[config.mk]
export PLATFORM = sky130hd
export DESIGN_NAME = parity_generator
export DESIGN_NICKNAME = d
export VERILOG_FILES = /design/src/rtl/parity_generator_pkg.sv /design/src/rtl/parity_generator_reduce.sv /design/src/rtl/parity_generator.sv
export SDC_FILE = /design/constraint.sdc
export NUM_CORES = 1
export LEC_CHECK = 0
export CAP_MARGIN = 20
export CORE_AREA = 4 4 41 43
export CTS_BUF_LIST = sky130_fd_sc_hd__clkbuf_8
export DETAILED_ROUTE_END_ITERATION = 16
export DIE_AREA = 0 0 45 47
export PLACE_DENSITY_LB_ADDON = 0.3
export REMOVE_ABC_BUFFERS = 1
export SLEW_MARGIN = 20
export SYNTH_ARGS = -nofsm -noshare
export SYNTH_HDL_FRONTEND = slang
export SYNTH_SLANG_ARGS = --single-unit
[constraint.sdc]
create_clock -name clk -period 2.5 [get_ports clk]
set_input_delay 0.75 -clock clk [delete_from_list [all_inputs] [get_ports clk]]
set_output_delay 0.75 -clock clk [all_outputs]
set_load 0.1 [all_outputs]
[src/rtl/parity_generator_pkg.sv]
// Shared constants and the parity-reduction helper for the parity generator.
package parity_generator_pkg;

    localparam int unsigned WIDTH_DEFAULT = 4;
    localparam int unsigned WIDTH_MAX     = 64;

    // XOR reduction of a word zero-extended to the widest legal width.
    function automatic logic reduce_xor(input logic [WIDTH_MAX-1:0] v);
        logic r;
        r = 1'b0;
        for (int i = 0; i < int'(WIDTH_MAX); i++) begin
            r = r ^ v[i];
        end
        return r;
    endfunction

endpackage

[src/rtl/parity_generator_reduce.sv]
// Purely combinational XOR tree producing the parity of one data word.
module parity_reduce
    import parity_generator_pkg::*;
#(
    parameter int unsigned WIDTH = WIDTH_DEFAULT
) (
    input  logic [WIDTH-1:0] i_data,
    output logic             o_parity
);

    assign o_parity = reduce_xor(WIDTH_MAX'(i_data));

endmodule

[src/rtl/parity_generator.sv]
// Registered even/odd parity generator with optional fold-in accumulation and clear.
module parity_generator
    import parity_generator_pkg::*;
#(
    parameter int unsigned WIDTH = WIDTH_DEFAULT
) (
    input  logic             clk,
    input  logic             rst,
    input  logic [WIDTH-1:0] a,
    input  logic             in_valid,
    input  logic             acc,
    input  logic             clear,
    output logic             even,
    output logic             odd,
    output logic             out_valid
);

    logic r_even;
    logic r_odd;
    logic r_valid;
    logic w_word_par;
    logic w_fold;
    logic w_eff_par;

    parity_reduce #(
        .WIDTH(WIDTH)
    ) u_reduce (
        .i_data  (a),
        .o_parity(w_word_par)
    );

    // The stored even bit is the running parity; clear wins over accumulate.
    always_comb begin
        w_fold    = 1'b0;
        w_eff_par = 1'b0;
        if (acc && !clear) begin
            w_fold = r_even;
        end
        w_eff_par = w_word_par ^ w_fold;
    end

    always_ff @(posedge clk or posedge rst) begin
        if (rst) begin
            r_even  <= 1'b0;
            r_odd   <= 1'b1;
            r_valid <= 1'b0;
        end else if (in_valid) begin
            r_even  <= w_eff_par;
            r_odd   <= ~w_eff_par;
            r_valid <= 1'b1;
        end else if (clear) begin
            r_even  <= 1'b0;
            r_odd   <= 1'b1;
            r_valid <= 1'b0;
        end else begin
            r_valid <= 1'b0;
        end
    end

    assign even      = r_even;
    assign odd       = r_odd;
    assign out_valid = r_valid;

endmodule

==> results of run 1 <==
==> area by class of cell <==
class	instances	area share
sequential	3	0.236
inverter	1	0.0116
clock buffer	3	0.127
tap	15	0.0579
timing repair buffer	11	0.317
clock inverter	1	0.0116
multi-input combinational	12	0.239
==> report_power, final <==
group	internal [uW]	leakage (uW)	total, uW	switching [uW]
combinational	30.2	0.0000768	97.9	67.7
sequential	58.2	0.0000348	63.6	5.38
clock	104	0.0000269	132	27.9
total	193	0.000138	294	101
==> kinds of logic (layout without fill, tap and decap cells) <==
kind of cell / count (synthesis) / after routing / share of synthesized area
flip-flops: 3 / 3 / 0.484
AND/OR/NAND/NOR: 9 / 9 / 0.325
buffers and inverters: 1 / 16 / 0.0238
XOR/XNOR: 3 / 3 / 0.167
==> routing by layer <==
layer,vias up,wire [um],global-route usage,share of wire
li1,85,-,-,-
met2,12,159,0.0452,0.44
met3,0,63,0.0230,0.17
met4,0,0,0.0526,0
met5,-,0,0,0
met1,69,141,0.0364,0.39
==> through the flow <==
step                      cells  instance area, um2  power [uW]  hold slack (ps)  setup slack [ps]
final                        46                 324         294              609               509
after global routing         46                 324         309              666               416
after CTS                    46                 324         299              618               503
after detailed placement     42                 279         163              601               282
after global placement       42                 279         161              601               298
after floorplan              16                 158         133              503               730
==> worst max-delay path, delay by kind of cell <==
family        cells  cell delay, ps
simple gates      2             560
buf+inv           1             470
xor+xnor          2             290
==> synth_stat cells <==
master    instances
inv_1             1
dfrtp_1           2
xnor2_1           2
or3_1             1
nand3_1           1
xor2_1            1
nor2_1            1
nor3b_1           1
dfstp_2           1
nor3_1            3
and3_1            1
nand3b_1          1
==> worst max-delay path by stage <==
stage,start,to,slack (ps),depth (start not counted)
after global placement,a[0],even,300,5
after detailed placement,a[0],even,280,5
after global routing,a[0],even,420,5
after floorplan,even,even,730,3
after CTS,a[0],even,500,5
final,a[0],even,510,5
==> flip-flops by register name, indices dropped and copies added (netlist names) <==
signal and flops:
odd 1, even 1, out_valid 1
==> run metrics, run 1 <==
outcome complete, no violations; post-synth top area share 0.317; Max Clock Freq 0.502 GHz; Resize count post-CTS 0; # setup viols final 0; GP Congestion 0.653; first-pass GRT wire length 531 um; multi-input combinational cell area 77.6 um2; clk slew on worst S/H paths 30 ps; Slew HR 0.815; pwr dens 906 nW/um2; critical path's slowest cell clkdlybuf4s50_1; Vias/cell 3.61; fin nets between 40 and 50; die height 47 um; arrival time worst endpoint 2080 ps; # IOs 12; filler cell count ~150; Final Hold Vio Count 0; CTS root buf clkbuf_8; worst-path fanout max 3; worst skew pair latency 210 ps; GRT overflow 0; Vias 166; number of global-route vias before repair 140; Starting Density 0.121; H-tree depth 1; reg2reg end even; most frequent cells in the layout clkdlybuf4s50_1, nor3_1, clkbuf_8, buf_4; RR Startpoint even; most common cell after layout, fill and taps aside clkdlybuf4s50_1; die span in x 45 um; Distinct cells, synth 12; Row Count 13; Die Area 2120 um2; fin crit share 0.796; 1st-pass router iterations 3; skew final 1.26 ps; post-synthesis sequential area ratio 0.484; CTS Buf Count 3; CTS Hold Bufs 0; Hold Startpoint odd; FF-to-FF path depth 3; PortBufs 11; Max VDD drop 0.221 mV; Setup TNS 0 ps; final core occ 0.249; WL per Instance 7.91 um; YS warnings 0; synthesis-to-layout area growth 106%; Hold Path Class flop to flop; worst slew pin tran 280 ps; Post-Synthesis Cells 16; synth top area cells dfrtp_1, dfstp_2, xnor2_1, nor3_1, xor2_1; FF+latch count, synth 3; Slew Viols, Final 0; GRT Total Usage 0.0372; unrepaired setup endpoints after global routing no; Hold Path End odd; drc violations 0; R2R setup slack 1350 ps; Critical Path RT 2590 ps; crit end category flop; share of cells above drive strength 1 0.226; Hold Crit Depth 2; Antenna diodes 0; Max Cap Viol 0; CTS tree done; Yosys top cell by area dfrtp_1; crit-path max cell delay around 470 ps; core box area 1300 um2; leakage dissipation 0.000138 uW; Post-CTS Setup Inserts 0; mapped cell area about 160 um2; crit path time final 1990 ps; Syn Area/Cell 9.85 um2; DRT iter0 DRCs 3; WS Path Type input pin to flop; clk sinks 3; Worst setup SP type input pin; worst path cell trace clkdlybuf4s50_1, xor2_1, xnor2_1, and3_1, or3_1; initial antenna violation count 0; CTS Buffer Depth 2; register area 76.3 um2; Routed Antenna Nets 0; largest net degree at the start of global routing 6; final wirelength 364 um
Power figures use the tool's default switching activity.
==> run 2, diff against run 1 <==
Clock period 2.5 ns to 1.95 ns, I/O delays scaled along.
==> run 2 against run 1 <==
  * Power up 41%
  * Global-route usage increased by 0.16 points
  * Count of clock-buffer cells in the layout unchanged
  * Via count increased by 2.4%
  * Largest power group unchanged
  * Critical path depth unchanged
  * Critical path type unchanged
  * Largest cell class unchanged
  * Sequential share of layout area decreased by 3.3 points
  * Flip-flop and latch count unchanged
  * Setup slack got worse by 360 ps
  * Cell area rose by 16%
  * Core utilization increased by 4.0 points
  * Clock power rose by 30%
==> run metrics, run 2 (same netlist as run 1, synthesis figures left out) <==
final wirelength 398 um; Vias/cell 3.54; CTS tree done; drc violations 0; worst skew pair latency approximately 210 ps; detailed placer's ending HPWL between 300 and 400 um; CTS Hold Bufs 0; CTS Buf Count 3; share of cells above drive strength 1 0.273; pwr dens between 1000 and 1500 nW/um2; Row Count 13; first-pass GRT wire length 558 um; WL per Instance 8.29 um; WS Path Type input pin to flop; Final Hold Vio Count 0; die span in x 45 um; worst-path fanout max 2; Routed Antenna Nets 0; clk slew on worst S/H paths ~30 ps; Finished Layout Cells 48; outcome complete, no violations; final core occ 0.289; Post-CTS Setup Inserts 0; most frequent cells in the layout clkdlybuf4s50_1, nor3_1, clkbuf_8, buf_12; crit path time final approximately 1800 ps; Max VDD drop 0.203 mV; GRT Total Usage 0.0388; Slew HR 0.885; core box area 1300 um2; Die Area about 2100 um2; GRT overflow 0; DRT iter0 DRCs 1; synthesis-to-layout area growth 139%; die height about 47 um; worst slew pin tran 172 ps; # IOs 12; Antenna diodes 0; Max Cap Viol 0; crit end category flop; Finished Cell Area 377 um2; Resize count post-CTS 0; largest net degree at the start of global routing 6; Slew Viols, Final 0; hold slack roughly 540 ps; H-tree depth 1; CTS root buf clkbuf_8; Setup TNS 0 ps; arrival time worst endpoint ~1900 ps; initial antenna violation count 0; Vias between 150 and 200; placed inst area between 300 and 400 um2; fin nets 43; PortBufs 11; Starting Density 0.121; Hold Path Class input pin to asynchronous set/reset pin; skew final 0.225 ps; Worst setup SP type input pin; leakage dissipation 0.000162 uW; Max Clock Freq 0.555 GHz; unrepaired setup endpoints after global routing no; GP Congestion 0.703; number of global-route vias before repair about 180; Critical Path RT roughly 2000 ps; CTS Buffer Depth 2; clk sinks 3; 1st-pass router iterations 2; # setup viols final 0; most common cell after layout, fill and taps aside clkdlybuf4s50_1; fin crit share 0.923; Inst Count DP 44
## run 2: final cells by class
cell class                 instances  area (um2)
timing repair buffer              13         155
sequential                         3        76.3
inverter                           1        3.75
tap                               15        18.8
clock buffer                       3        41.3
fill                             152         925
multi-input combinational         12        77.6
clock inverter                     1        3.75
## run 2: power breakdown
group	leakage [uW]	switching, uW	internal, uW
Sequential	0.0000348	11.5	74.8
Clock	0.0000269	38.3	134
Combinational	0.000100	88.4	68.1
## run 2: final timing paths
kind                       depth (start not counted)         to  slack (ps)  startpoint
setup / recovery                                   5       even         150        a[0]
hold / removal                                     2  out_valid         540         rst
setup reg to reg                                   3       even         750        even
hold reg to reg                                    2        odd         630         odd
max in group asynchronous                          2        odd        1200         rst
min in group clk                                   2        odd         630         odd
## run 2: per-stage QoR
step	power (uW)	setup WS (ps)
final	415	150
after global routing	431	90.7
after CTS	421	136
after detailed placement	245	-88.1
after global placement	242	-64.1
after floorplan	171	180
## run 2: routing by layer
metal / vias up / GRT usage / part of all wire
li1: 90 / - / -
met4: 0 / 0.0702 / 0
met1: 70 / 0.0366 / 0.41
met2: 10 / 0.0593 / 0.47
met3: 0 / 0 / 0.11
met5: - / 0 / 0
## run 2: critical path, cell delays in order
cell and delay (ps):
clkdlybuf4s50_1 470, xor2_1 170, xnor2_1 110, and3_1 200, or3_1 360
==> run 3, diff against run 2 <==
Settings changed: CORE_AREA 4 4 41 43 to 2 2 39 41, DIE_AREA 0 0 45 47 to 0 0 41 43.
==> run 3 against run 2 <==
  * Clock power about the same
  * Largest cell class unchanged
  * Global-route usage up 2.2 points
  * Highest routed layer is now met4
  * Largest power group unchanged
  * Wire length down 4.3%
==> run metrics, run 3 (same netlist as run 1, synthesis figures left out) <==
leakage dissipation between 0.00015 and 0.0002 uW; die span in x 41 um; GP Congestion 0.468; PortBufs 11; Setup TNS 0 ps; fin crit share 0.928; Row Count 14; Max VDD drop 0.213 mV; # setup viols final 0; Slew HR 0.883; outcome complete, no violations; GRT overflow 0; H-tree depth 1; largest net degree at the start of global routing 6; worst-path fanout max 2; filler cell count 148; final core occ 0.278; drc violations 0; reg2reg end even; Finished Layout Cells 50; Hold Path Class input pin to asynchronous set/reset pin; die height approximately 43 um; Max Clock Freq roughly 0.55 GHz; WS Path Type input pin to flop; CTS Buf Count 3; synthesis-to-layout area growth 144%; share of cells above drive strength 1 0.294; FF-to-FF path depth 3; WL per Instance 7.62 um; Routed Antenna Nets 0; worst skew pair latency 210 ps; worst slew pin tran roughly 170 ps; number of global-route vias before repair 174; Max Cap Viol 0; Starting Density 0.114; # IOs 12; fin nets 44; pwr dens ~1100 nW/um2; crit end category flop; 1st-pass router iterations 2; RR Startpoint even; clk sinks 3; Worst Setup EP even; Critical Path RT 2030 ps; Inst Count DP 46; Final Hold Vio Count 0; arrival time worst endpoint 1890 ps; CTS Buffer Depth 2; most frequent cells in the layout clkdlybuf4s50_1, nor3_1, clkbuf_8, buf_12, buf_4; core box area 1380 um2; CTS tree done; GRT Total Usage 0.0603; crit path launch a[0]; crit path time final around 1800 ps; detailed placer's ending HPWL 339 um; most common cell after layout, fill and taps aside clkdlybuf4s50_1; Vias/cell 3.68; Antenna diodes 0; Post-CTS Setup Inserts 0; initial antenna violation count 0; first-pass GRT wire length 614 um; CTS root buf clkbuf_8; Worst setup SP type input pin; R2R setup slack roughly 740 ps; Resize count post-CTS 0; Die Area 1760 um2; skew final 0.170 ps; Slew Viols, Final 0; CTS Hold Bufs 0; Vias between 150 and 200; final wirelength 381 um; clk slew on worst S/H paths 30 ps; unrepaired setup endpoints after global routing no; DRT iter0 DRCs 1
-- run 3: changes by cell type in the layout (fill, tap and decap cells not counted) --
cell	previous run	this run
buf_4	2	3
-- run 3: power breakdown --
part	leakage, uW	internal, uW	switching (uW)
registers	0.0000348	74.8	10.6
logic	0.000105	71.3	89.1
clock network	0.0000269	134	36.9
total	0.000167	280	137
-- run 3: per-layer routing --
layer / global-route usage / vias up / part of all wire
met5: 0 / - / 0
met4: 0.0800 / 0 / 0.045
met3: 0.0471 / 4 / 0.19
met2: 0.0781 / 14 / 0.41
met1: 0.0452 / 76 / 0.36
li1: - / 90 / -
-- run 3: area by class of cell --
cell class                      count  area (um2)  share of cell area
Timing Repair Buffer               14         163               0.422
Multi-Input combinational cell     12        77.6               0.201
Sequential cell                     3        76.3               0.198
Clock buffer                        3        41.3               0.107
Tap cell                           16        20.0              0.0519
Clock inverter                      1        3.75             0.00974
Inverter                            1        3.75             0.00974
-- run 3: critical path: stages --
cell	delay [ps]
clkdlybuf4s50_1	470
xor2_1	170
xnor2_1	110
and3_1	190
or3_1	360
-- run 3: worst min path at each step --
stage,startpoint,end,slack [ps]
finish,rst,out_valid,550
CTS,rst,even,560
global route,rst,even,570
detailed placement,odd,odd,640
global placement,odd,odd,630
floorplan,rst,even,340
-- run 3: metrics by stage --
| stage | power, uW | hold slack (ps) | setup WS (ps) | cell area [um2] |
|---|---|---|---|---|
| after CTS | 421 | 562 | 124 | 385 |
| after floorplan | 171 | 338 | 180 | 158 |
| after detailed placement | 248 | 637 | -92.6 | 340 |
| after global routing | 438 | 568 | 65.7 | 385 |
| final | 416 | 552 | 140 | 385 |
| after global placement | 247 | 626 | -65.0 | 340 |
==> RTL edit 1: new RTL, flow settings as in run 3 <==
Register the inputs `a`, `in_valid`, `acc` and `clear` before use. The logic sees them one clock later. Comments in the files are not updated.
--- a/src/rtl/parity_generator.sv
+++ b/src/rtl/parity_generator.sv
@@ -17,2 +17,14 @@
 
+    logic [WIDTH-1:0] a_q;
+    logic in_valid_q;
+    logic acc_q;
+    logic clear_q;
+
+    always_ff @(posedge clk) begin
+        a_q        <= a;
+        in_valid_q <= in_valid;
+        acc_q      <= acc;
+        clear_q    <= clear;
+    end
+
     logic r_even;
@@ -27,3 +39,3 @@
     ) u_reduce (
-        .i_data  (a),
+        .i_data  (a_q),
         .o_parity(w_word_par)
@@ -35,3 +47,3 @@
         w_eff_par = 1'b0;
-        if (acc && !clear) begin
+        if (acc_q && !clear_q) begin
             w_fold = r_even;
@@ -46,3 +58,3 @@
             r_valid <= 1'b0;
-        end else if (in_valid) begin
+        end else if (in_valid_q) begin
             r_even  <= w_eff_par;
@@ -50,3 +62,3 @@
             r_valid <= 1'b1;
-        end else if (clear) begin
+        end else if (clear_q) begin
             r_even  <= 1'b0;
Formal check against the unedited RTL: not equivalent (a bounded check fails within 4 cycles, from zero or initial values and one cycle with rst high).
==> RTL edit 1 against run 3 <==
  * Design area rose by 31%
  * Power rose by 42%
  * Setup slack improved by 0.27 ns
  * Die area did not move
  * Synthesized area rose by 89%
  * Critical path type is now register to output pin
  * Non-clock buffer count fell by 3
  * Sequential power rose to 2.8 times the old value
  * Register-to-register slack got worse by 0.09 ns
  * Largest power group is now sequential cells
  * Sequential cell count rose by 7
  * Routed wire length rose by 13%
==> RTL edit 1: results (changes against run 3) <==
<table>
<tr><th>Metric</th><th>Value</th></tr>
<tr><th colspan="2">Logic synthesis</th></tr>
<tr><td>Synth top area cells</td><td>sky130_fd_sc_hd__dfxtp_1 47%, sky130_fd_sc_hd__dfrtp_1 17%, sky130_fd_sc_hd__dfstp_2 8.8%</td></tr>
<tr><td>Leading cell types by count after synthesis</td><td>7 x sky130_fd_sc_hd__dfxtp_1, 3 x sky130_fd_sc_hd__nor3_1, 2 x sky130_fd_sc_hd__dfrtp_1, 2 x sky130_fd_sc_hd__xnor2_1</td></tr>
<tr><td>Unique masters post-synth</td><td>13 (+1)</td></tr>
<tr><td>Part of the Yosys area used for sequential elements</td><td>0.727 (+0.243)</td></tr>
<tr><td>Syn avg cell area</td><td>12.9 um^2 (+31%)</td></tr>
<tr><td>Ys async rst share</td><td>0.300 (-0.700)</td></tr>
<tr><th colspan="2">Final layout</th></tr>
<tr><td>Fill cells</td><td>142 (-4.1%)</td></tr>
<tr><td>Final cell count without fillers</td><td>54 (+8.0%)</td></tr>
<tr><td>Layout cells sized above 1</td><td>0.184 (-0.110)</td></tr>
<tr><th colspan="2">Power and ir drop</th></tr>
<tr><td>Total internal power</td><td>424 uW (+52%)</td></tr>
<tr><td>Maximum ir drop on the vdd rail</td><td>0.000466 V (+120%)</td></tr>
<tr><td>Part of the power in combinational logic</td><td>0.246 (-0.139)</td></tr>
<tr><th colspan="2">GRT</th></tr>
<tr><td>GR Util met2</td><td>0.100 (+0.0219)</td></tr>
<tr><td>Most crowded layer after global routing</td><td>met2</td></tr>
<tr><td>Maximum number of pins on one net before global-route repair</td><td>7 (+1)</td></tr>
<tr><td>Global Route met1 Usage</td><td>0.0594 (+0.0142)</td></tr>
<tr><td>Wire length of the first global-routing pass</td><td>738 um (+20%)</td></tr>
<tr><td>Vias in the first global route</td><td>208 (+20%)</td></tr>
<tr><td>Met3 Resource Use GR</td><td>0.0314 (-0.0157)</td></tr>
<tr><th colspan="2">Critical path</th></tr>
<tr><td>Delay contributed by the slowest stage of the critical path</td><td>0.55 ns (+0.08 ns)</td></tr>
<tr><td>Cell at the slowest stage of the critical path</td><td>sky130_fd_sc_hd__dfstp_2</td></tr>
<tr><th colspan="2">Outcome</th></tr>
<tr><td>Run status</td><td>finished, final reports clean</td></tr>
<tr><th colspan="2">Hold path</th></tr>
<tr><td>Type of the most critical hold path</td><td>register to register</td></tr>
<tr><th colspan="2">STA</th></tr>
<tr><td>Worst setup skew after layout</td><td>0.00135 ns (+0.00118 ns)</td></tr>
<tr><td>Slew at the pin closest to its max-slew limit</td><td>0.218 ns (+0.0440 ns)</td></tr>
<tr><th colspan="2">Placed design</th></tr>
<tr><td>Placed Instances</td><td>50 (+8.7%)</td></tr>
<tr><td>Detailed placement HPWL</td><td>375 um (+11%)</td></tr>
<tr><th colspan="2">Routing</th></tr>
<tr><td>Number of vias per cell</td><td>3.85 (+4.7%)</td></tr>
<tr><td>Total Wirelength</td><td>431 um (+13%)</td></tr>
</table>
-- RTL edit 1: layout make-up --
| cell class | instances | area [um^2] | share of cell area |
|---|---|---|---|
| flip-flops and latches | 10 | 216 | 0.430 |
| repair buffers | 11 | 140 | 0.279 |
| multi-input cells | 12 | 77.6 | 0.154 |
| clock buffers | 3 | 41.3 | 0.0821 |
| well taps | 16 | 20.0 | 0.0398 |
| clock inverters | 1 | 3.75 | 0.00746 |
| inverters | 1 | 3.75 | 0.00746 |
-- RTL edit 1: final timing paths --
path / endpoint / depth (start not counted) / from / slack (ns)
setup reg to reg: even / 4 / a_q[0] / 0.65
hold / removal: out_valid / 0 / in_valid_q / 0.39
setup / recovery: odd / 1 / odd / 0.41
min in group asynchronous: out_valid / 2 / rst / 0.52
max in group asynchronous: odd / 2 / rst / 1.22
hold reg to reg: out_valid / 0 / in_valid_q / 0.39
-- RTL edit 1: logic make-up (layout without fill, tap and decap cells) --
logic type	Yosys count	after routing	synth area share
XOR/XNOR	3	3	0.0883
buffers and inverters	1	16	0.0126
flip-flops	10	10	0.727
AND/OR/NAND/NOR	9	9	0.172
-- RTL edit 1: metal layers --
layer	up-vias	share of wire
met3	0	0.095
met4	0	0
met2	10	0.56
li1	106	-
met1	92	0.35
met5	-	0
-- RTL edit 1: through the flow --
step | cell area (um^2) | power [mW] | setup slack [ns] | hold slack [ns] | util
2_1_floorplan | 298 | 0.328 | 0.180 | 0.338 | -
3_3_place_gp | 458 | 0.389 | 0.662 | 0.387 | 0.331
3_5_place_dp | 458 | 0.393 | 0.634 | 0.393 | 0.331
4_1_cts | 503 | 0.603 | 0.396 | 0.399 | 0.363
5_1_grt | 503 | 0.627 | 0.373 | 0.396 | 0.363
6_report | 503 | 0.590 | 0.410 | 0.394 | 0.363
==> RTL edit 2: new RTL, flow settings as in run 3 <==
Made on the original files. Register the output `odd` once more, with the module's reset; this adds one clock of latency there. The other outputs are not delayed to match. Comments in the files are not updated.
--- a/src/rtl/parity_generator.sv
+++ b/src/rtl/parity_generator.sv
@@ -60,3 +60,9 @@
     assign even      = r_even;
-    assign odd       = r_odd;
+    always_ff @(posedge clk or posedge rst) begin
+        if (rst) begin
+            odd <= '0;
+        end else begin
+            odd <= r_odd;
+        end
+    end
     assign out_valid = r_valid;
Function: changed (Yosys sat finds a counterexample within 4 cycles, from zero or initial values and one cycle with rst high).
==> RTL edit 2 against run 3 <==
  * Design area grew 4.5%
  * Setup slack improved by 0.016 ns
  * Sequential cell count increased by 1
  * Power rose by 8.1%
  * Sequential share of layout area up 5.4 points
  * Global-route usage increased by 1.7 points
  * Sequential power up 31%
  * Routed wire length increased by 20%
  * Synthesized area is 16% higher
  * Critical path type unchanged
==> RTL edit 2: results (changes against run 3) <==
<table>
<tr><th>Metric</th><th>Value</th></tr>
<tr><th colspan="2">STA</th></tr>
<tr><td>Final hold slack</td><td>0.401 ns (-0.151 ns)</td></tr>
<tr><td>Worst setup skew after layout</td><td>0.00125 ns (+0.00108 ns)</td></tr>
<tr><td>Slack of the critical path</td><td>0.156 ns (+0.0160 ns)</td></tr>
<tr><td>Slew at the pin closest to its max-slew limit</td><td>0.191 ns (+0.0175 ns)</td></tr>
<tr><th colspan="2">Placed design</th></tr>
<tr><td>Post-placement worst setup slack</td><td>-0.0915 ns (+0.00107 ns)</td></tr>
<tr><td>Last weighted congestion value of the routability-driven placer</td><td>0.752 (+61%)</td></tr>
<tr><td>Placed standard-cell area</td><td>358 um^2 (+5.1%)</td></tr>
<tr><th colspan="2">Routing</th></tr>
<tr><td>Length of routed wiring on met1</td><td>179 um (+32%)</td></tr>
<tr><td>Total Wirelength</td><td>456 um (+20%)</td></tr>
<tr><td>Count of routing violations after the opening detailed-route iteration</td><td>8 (+7)</td></tr>
<tr><td>Met2 routed WL</td><td>194 um (+24%)</td></tr>
<tr><td>Routed vias</td><td>200 (+8.7%)</td></tr>
<tr><td>Met3 WL post-DR</td><td>61 um (-15%)</td></tr>
<tr><th colspan="2">Critical path</th></tr>
<tr><td>R2R setup slack</td><td>0.72 ns (-0.02 ns)</td></tr>
<tr><th colspan="2">Power and ir drop</th></tr>
<tr><td>Switch Pwr</td><td>148 uW (+8.5%)</td></tr>
<tr><td>Static Leakage</td><td>0.173 nW (+3.3%)</td></tr>
<tr><td>Maximum ir drop on the vdd rail</td><td>0.000254 V (+19%)</td></tr>
<tr><th colspan="2">GRT</th></tr>
<tr><td>Total GRT Usage</td><td>0.0775 (+0.0172)</td></tr>
<tr><td>Vias in the first global route</td><td>238 (+37%)</td></tr>
<tr><th colspan="2">Clock network</th></tr>
<tr><td>CTS resizes</td><td>0 (unchanged)</td></tr>
<tr><th colspan="2">Final layout</th></tr>
<tr><td>Final cell count without fillers</td><td>50 (unchanged)</td></tr>
<tr><td>Layout cells sized above 1</td><td>0.265 (-0.0294)</td></tr>
<tr><th colspan="2">Hold path</th></tr>
<tr><td>Type of the most critical hold path</td><td>register to register</td></tr>
<tr><th colspan="2">Logic synthesis</th></tr>
<tr><td>Leading cell types by count after synthesis</td><td>3 x sky130_fd_sc_hd__dfrtp_1, 3 x sky130_fd_sc_hd__nor3_1, 2 x sky130_fd_sc_hd__xnor2_1</td></tr>
<tr><td>Synth top area cells</td><td>sky130_fd_sc_hd__dfrtp_1 41%, sky130_fd_sc_hd__dfstp_2 14%, sky130_fd_sc_hd__xnor2_1 9.6%</td></tr>
<tr><td>Syn Inst Count</td><td>17 (+1)</td></tr>
<tr><th colspan="2">Outcome</th></tr>
<tr><td>Run status</td><td>finished, final reports clean</td></tr>
</table>
-- RTL edit 2: cell types whose count changed after synthesis --
cell                             run 3  this run
sky130_fd_sc_hd__dfrtp_1             2         3
-- RTL edit 2: logic make-up (layout without fill, tap and decap cells) --
family | count (synthesis) | count (layout) | share of synthesized area
buffers and inverters | 1 | 18 | 0.0205
XOR/XNOR | 3 | 3 | 0.144
flip-flops | 4 | 4 | 0.555
AND/OR/NAND/NOR | 9 | 9 | 0.281
-- RTL edit 2: worst max-delay path, delay by kind of cell --
family / cells / cell delay [ns]
xor+xnor: 2 / 0.29
simple gates: 2 / 0.55
buf+inv: 1 / 0.47
-- RTL edit 2: routing by layer --
layer  track usage  vias up
met4        0.0800        0
met3        0.0471        3
met5             0        -
li1              -       91
met2         0.113       15
met1        0.0647       91
-- RTL edit 2: metrics by stage --
stage,power [mW],utilization,TNS [ns]
after floorplan,0.195,-,0
after global placement,0.269,0.259,-0.0632
after detailed placement,0.272,0.259,-0.0915
after CTS,0.456,0.291,0
after global routing,0.478,0.291,0
final,0.450,0.291,0
-- RTL edit 2: final cells by class --
cell class | instances | area, um^2
multi-input cells | 12 | 77.6
flip-flops and latches | 4 | 101
inverters | 1 | 3.75
well taps | 16 | 20.0
repair buffers | 13 | 155
clock inverters | 1 | 3.75
clock buffers | 3 | 41.3
fillers | 139 | 981
-- RTL edit 2: power by group through the flow --
stage / combinational, mW / sequential [mW] / clock (mW)
floorplan: 0.0222 / 0.173 / 0
global placement: 0.156 / 0.113 / 0
detailed placement: 0.158 / 0.113 / 0
CTS: 0.158 / 0.113 / 0.185
global route: 0.165 / 0.114 / 0.199
finish: 0.157 / 0.112 / 0.181
